<file path="config.mk">
export PLATFORM = sky130hd
export DESIGN_NAME = ws2812_frame_receiver
export DESIGN_NICKNAME = d
export VERILOG_FILES = /design/src/rtl/ws2812_pkg.sv /design/src/rtl/ws2812_din_sync.sv /design/src/rtl/ws2812_frame_receiver.sv
export SDC_FILE = /design/constraint.sdc
export NUM_CORES = 1
export LEC_CHECK = 0
export BUFFER_PORTS_ARGS = -buffer_cell sky130_fd_sc_hd__buf_2
export CAP_MARGIN = 40
export CORE_MARGIN = 2
export CORE_UTILIZATION = 61
export CTS_BUF_LIST = sky130_fd_sc_hd__clkbuf_8
export CTS_CLUSTER_DIAMETER = 150
export DETAILED_ROUTE_END_ITERATION = 16
export PLACE_DENSITY = 0.8
export SKIP_LAST_GASP = 1
export SLEW_MARGIN = 20
export SYNTH_ARGS = -nofsm -noshare
export SYNTH_HDL_FRONTEND = slang
export SYNTH_HIERARCHICAL = 1
export SYNTH_SLANG_ARGS = --single-unit
</file>
<file path="constraint.sdc">
create_clock -name clk -period 2.5 [get_ports clk]
set_clock_uncertainty 0.1 [all_clocks]
set_input_delay 0.5 -clock clk [delete_from_list [all_inputs] [get_ports clk]]
set_output_delay 0.5 -clock clk [all_outputs]
set_load 0.01 [all_outputs]
</file>
<file path="src/rtl/ws2812_pkg.sv">
// ws2812_pkg: shared WS2812 timing defaults, pixel geometry and receiver state encoding
package ws2812_pkg;
  localparam int BIT_THRESH     = 6;
  localparam int MIN_HIGH       = 2;
  localparam int MAX_HIGH       = 14;
  localparam int RESET_CYCLES   = 600;
  localparam int BITS_PER_PIXEL = 24;
  typedef enum logic [1:0] {SYNC, LOW, HIGH} rx_state_t;
endpackage

</file>
<file path="src/rtl/ws2812_din_sync.sv">
// ws2812_din_sync: two-flop synchronizer for the serial line plus a history flop for edge detection
module ws2812_din_sync (
  input  logic clk,
  input  logic rst_n,
  input  logic din_i,
  output logic din_s_o,
  output logic rise_o,
  output logic fall_o
);
  logic [2:0] sh_q;
  always_ff @(posedge clk or negedge rst_n)
    if (!rst_n) sh_q <= '0;
    else sh_q <= {sh_q[1:0], din_i};
  assign din_s_o = sh_q[1];
  assign rise_o  = sh_q[1] & ~sh_q[2];
  assign fall_o  = ~sh_q[1] & sh_q[2];
endmodule

</file>
<file path="src/rtl/ws2812_frame_receiver.sv">
// ws2812_frame_receiver: decodes a pulse-width coded GRB stream into per-pixel frame-store writes
module ws2812_frame_receiver #(
  parameter int NUM_PIXELS   = 64,
  parameter int BIT_THRESH   = 6,
  parameter int MIN_HIGH     = 2,
  parameter int MAX_HIGH     = 14,
  parameter int RESET_CYCLES = 600
) (
  input  logic       clk,
  input  logic       rst_n,
  input  logic       din_i,
  output logic       mem_we_o,
  output logic [5:0] mem_address_o,
  output logic [7:0] green_data_o,
  output logic [7:0] red_data_o,
  output logic [7:0] blue_data_o,
  output logic       frame_done_o,
  output logic [6:0] frame_pixels_o,
  output logic       overflow_o,
  output logic       proto_error_o
);
  import ws2812_pkg::*;
  localparam int CW = $clog2(RESET_CYCLES + 1);
  logic din_s, rise, fall;
  ws2812_din_sync u_sync (
    .clk     (clk),
    .rst_n   (rst_n),
    .din_i   (din_i),
    .din_s_o (din_s),
    .rise_o  (rise),
    .fall_o  (fall)
  );
  rx_state_t      state_q;
  logic [CW-1:0]  low_cnt_q, high_cnt_q;
  logic [4:0]     bit_idx_q;
  logic [6:0]     pixel_cnt_q;
  logic [23:0]    shift_q;
  logic           bit_v, low_last;
  logic [23:0]    shift_d;
  assign bit_v    = high_cnt_q >= CW'(BIT_THRESH);
  assign shift_d  = {shift_q[22:0], bit_v};
  assign low_last = low_cnt_q == CW'(RESET_CYCLES - 1);
  always_ff @(posedge clk or negedge rst_n) begin
    if (!rst_n) begin
      state_q        <= SYNC;
      low_cnt_q      <= '0;
      high_cnt_q     <= '0;
      bit_idx_q      <= '0;
      pixel_cnt_q    <= '0;
      shift_q        <= '0;
      mem_we_o       <= 1'b0;
      mem_address_o  <= '0;
      green_data_o   <= '0;
      red_data_o     <= '0;
      blue_data_o    <= '0;
      frame_done_o   <= 1'b0;
      frame_pixels_o <= '0;
      overflow_o     <= 1'b0;
      proto_error_o  <= 1'b0;
    end else begin
      mem_we_o      <= 1'b0;
      frame_done_o  <= 1'b0;
      overflow_o    <= 1'b0;
      proto_error_o <= 1'b0;
      case (state_q)
        SYNC: begin
          if (din_s) low_cnt_q <= '0;
          else if (low_last) begin
            low_cnt_q <= CW'(RESET_CYCLES);
            state_q   <= LOW;
          end else low_cnt_q <= low_cnt_q + 1'b1;
        end
        LOW: begin
          if (rise) begin
            state_q    <= HIGH;
            high_cnt_q <= CW'(1);
          end else if (low_cnt_q != CW'(RESET_CYCLES)) begin
            low_cnt_q <= low_cnt_q + 1'b1;
            // latch gap: fires exactly once because low_cnt_q saturates afterwards
            if (low_last) begin
              if (bit_idx_q != '0 || pixel_cnt_q != '0) begin
                frame_done_o   <= 1'b1;
                frame_pixels_o <= pixel_cnt_q;
              end
              proto_error_o <= bit_idx_q != '0;
              bit_idx_q     <= '0;
              pixel_cnt_q   <= '0;
            end
          end
        end
        HIGH: begin
          if (fall && high_cnt_q >= CW'(MIN_HIGH)) begin
            shift_q   <= shift_d;
            state_q   <= LOW;
            low_cnt_q <= CW'(1);
            if (bit_idx_q == 5'(BITS_PER_PIXEL - 1)) begin
              bit_idx_q <= '0;
              if (pixel_cnt_q < 7'(NUM_PIXELS)) begin
                mem_we_o      <= 1'b1;
                mem_address_o <= pixel_cnt_q[5:0];
                green_data_o  <= shift_d[23:16];
                red_data_o    <= shift_d[15:8];
                blue_data_o   <= shift_d[7:0];
                pixel_cnt_q   <= pixel_cnt_q + 1'b1;
              end else overflow_o <= 1'b1;
            end else bit_idx_q <= bit_idx_q + 1'b1;
          end else if (fall || high_cnt_q >= CW'(MAX_HIGH)) begin
            proto_error_o <= 1'b1;
            bit_idx_q     <= '0;
            pixel_cnt_q   <= '0;
            low_cnt_q     <= '0;
            state_q       <= SYNC;
          end else high_cnt_q <= high_cnt_q + 1'b1;
        end
        default: state_q <= SYNC;
      endcase
    end
  end
endmodule

</file>
==> flow_metrics.env <==
export IMPL_fin_crit_sh_pct=91.5
export IMPL_tns_ps=0
export IMPL_rr_worst_depth=5
export IMPL_wl_met2_microns=4630
export IMPL_drt_pass1_iterations=5
export IMPL_dp_cells=630
export IMPL_finalMaxSlewViolations=0
export IMPL_hold_path_class="input port to register"
export IMPL_top_layer_used="met4"
export IMPL_fill_cells=561
export IMPL_final_hold_viol_count=0
export IMPL_numCtsBuffers=9
export IMPL_vdd_drop_max_mv=0.315
export IMPL_maxSlewHeadroom_pct=66.7
export IMPL_cp_required_ps=2660
export IMPL_cts_tree="done"
export IMPL_critPathTopFamily="simple AND/OR/NAND/NOR gates"
export IMPL_drt_drc_violations_left=0
export IMPL_wirelength_microns=9500
export IMPL_initial_core_util_pct=63.0
export IMPL_total_power_mw=2.70
export IMPL_core_sq_um=7250
export IMPL_grt_ovfl_total=0
export IMPL_max_freq_ghz=0.437
export IMPL_routedLengthMet1_microns=4400
export IMPL_endpoint_kind="register"
export IMPL_cp_cell_sequence="nor3b_1 > a41oi_1 > nor3_2 > nand2_1 > o41ai_2"
export IMPL_vias=3665
export IMPL_syn_inst=488
export IMPL_critPathSlowestCell="dfrtp_1"
export IMPL_grt_pass1_wl_microns=16700
export IMPL_ys_seq_area_share_pct=55.3
export IMPL_dp_hpwl_microns=6670
export IMPL_drv_cap=0
export IMPL_tightest_slew_ps=498
export IMPL_path_buf_inv=0
export IMPL_final_area_sq_um=5170
export IMPL_die_x_microns=90.5
export IMPL_ys_ff_latch=101
export IMPL_routabilityCongestion=0.904
export IMPL_track_usage_pct=25.1
export IMPL_layout_setup_ws_ps=213
export IMPL_antenna_found_initial=0
export IMPL_die_area_sq_um=8190
export IMPL_fin_cells=647
export IMPL_drt_iter0_markers=156
export IMPL_syn_avg_cell_area_sq_um=9.36
export IMPL_min_period_ps=2290
export IMPL_ys_types=54
export IMPL_crit_type="register to register"
export IMPL_synth_area_leaders="dfrtp_1, nand2_1, ha_1"
export IMPL_yosysMostFrequentCell="nand2_1"
export IMPL_post_cts_setup_buffers=0
export IMPL_status="finished clean"
export IMPL_ctsHtreeMaxLevel=3
export IMPL_min_from="din_i"
export IMPL_syn_area_sq_um=4570
export IMPL_n_antenna_cell=0
export IMPL_synth_edf_count=0
export IMPL_io_pins=44
export IMPL_slowest_delay_ps=500
export IMPL_synth_area_leader_cell="dfrtp_1"
export IMPL_p_leak_nw=2.79
export IMPL_synth_nets=503
export IMPL_io_buffers=43
export IMPL_start_kind="register"
export IMPL_cts_num_sinks=101
export IMPL_area_growth_pct=13.3
export IMPL_first_global_vias=3586
export IMPL_grt_max_degree=40
export IMPL_clkTransAtPathRegs_ps=110
export IMPL_clockRootBuffer="clkbuf_8"
export IMPL_clk_latency_ps=360
export IMPL_ys_warnings_count=6
export IMPL_final_util_pct=71.3
export IMPL_layout_drive_gt1_share_pct=17.0
export IMPL_rsz0062_at_grt="false"
export IMPL_die_h_microns=90.5
export IMPL_synth_top_area_share_pct=55.3
export IMPL_holdPathStages=1
export IMPL_setup_viol=0
export IMPL_vias_per_cell=5.66
export IMPL_async_flop_share_pct=100
export IMPL_timing_rr_start="low_cnt_q[3]"
export IMPL_dpl_cell_area_sq_um=4980
export IMPL_cts_buffer_depth=2
export IMPL_routed_wl_met3_microns=372
export IMPL_synthTopCellsByCount="nand2_1, dfrtp_1, o21ai_0"
export IMPL_worstPathArrival_ps=2450
export IMPL_rows=31
export IMPL_wire_per_inst_microns=14.7
export IMPL_ant_nets=0
export IMPL_path_max_fanout=10
export IMPL_crit_start="low_cnt_q[3]"
export IMPL_finalHoldWorstSlack_ps=152
export IMPL_synth_ff_type="dfrtp_1"
export IMPL_post_place_ws_ps=166
export IMPL_nets=558
export IMPL_path_depth=5
export IMPL_powerDensity_nw_per_um2=523
[logic make-up (layout without fill, tap and decap cells)]
logic type | Yosys count | after routing | share of synthesized area, %
muxes | 5 | 5 | 1.21
adders and majority gates | 12 | 12 | 3.29
buffers and inverters | 34 | 94 | 3.18
AOI/OAI and AO/OA | 74 | 74 | 11.3
DFF | 101 | 101 | 55.3
and+or+nand+nor | 262 | 262 | 25.7
[metal layers]
metal	vias to the layer above	GRT usage, %
met5	-	0
met1	1785	34.7
met3	10	4.34
met4	0	7.05
li1	1763	-
met2	107	41.1
[repair_timing]
item / 4_1_cts / 5_1_grt
gates resized for setup: 0 / 1
hold buffers: 1 / 0
endpoints found under the hold margin: 25 / 0
endpoints found under the setup margin: 0 / 2
[state kept, by name, summed over array words and instances, names as in the netlist]
signal          cells
low_cnt_q          10
frame_done_o        1
state_q             2
mem_address_o       6
shift_q            23
frame_pixels_o      7
bit_idx_q           5
red_data_o          8
mem_we_o            1
blue_data_o         8
overflow_o          1
green_data_o        8
pixel_cnt_q         7
high_cnt_q         10
u_sync/sh_q         3
proto_error_o       1
[worst register-to-register path: stages (launching register included)]
cell,delay [ps]
dfrtp_1,500
nor3b_1,490
a41oi_1,220
nor3_2,250
nand2_1,250
o41ai_2,380
[worst paths after layout]
check,to,slack (ps)
hold / removal,u_sync/sh_q[0],150
setup / recovery,pixel_cnt_q[4],210
hold reg to reg,u_sync/sh_q[1],260
setup reg to reg,pixel_cnt_q[4],210
max in group asynchronous,mem_address_o[0],1150
min in group asynchronous,shift_q[8],530
[power breakdown]
part	internal [mW]	switching (mW)	leakage (nW)
Combinational	0.0207	0.0483	1.29
Sequential	1.64	0.00614	1.40
Clock	0.385	0.606	0.0916
[cell usage in the layout, fill, tap and decap left out, types with 6 or more instances in the layout]
master,netlist,layout
a21oi_1,12,12
a41oi_1,6,6
and3_1,7,7
buf_2,8,42
buf_4,0,18
clkbuf_8,0,9
dfrtp_1,101,101
ha_1,12,12
inv_1,15,15
nand2_1,188,188
nand3_1,6,6
nand4_1,8,8
nor2_1,16,16
nor2b_1,7,7
o21ai_0,19,19
o21ai_1,7,7
[cell type report]
| type | instances | area, sq um | area share [%] |
|---|---|---|---|
| multi-input cells | 353 | 1900 | 36.8 |
| inverters | 16 | 60.1 | 1.16 |
| clock buffers | 9 | 124 | 2.39 |
| flip-flops and latches | 101 | 2530 | 48.8 |
| well taps | 99 | 124 | 2.39 |
| repair buffers | 62 | 375 | 7.25 |
| clock inverters | 7 | 62.6 | 1.21 |
No activity file was read; power rests on OpenSTA's default activity.
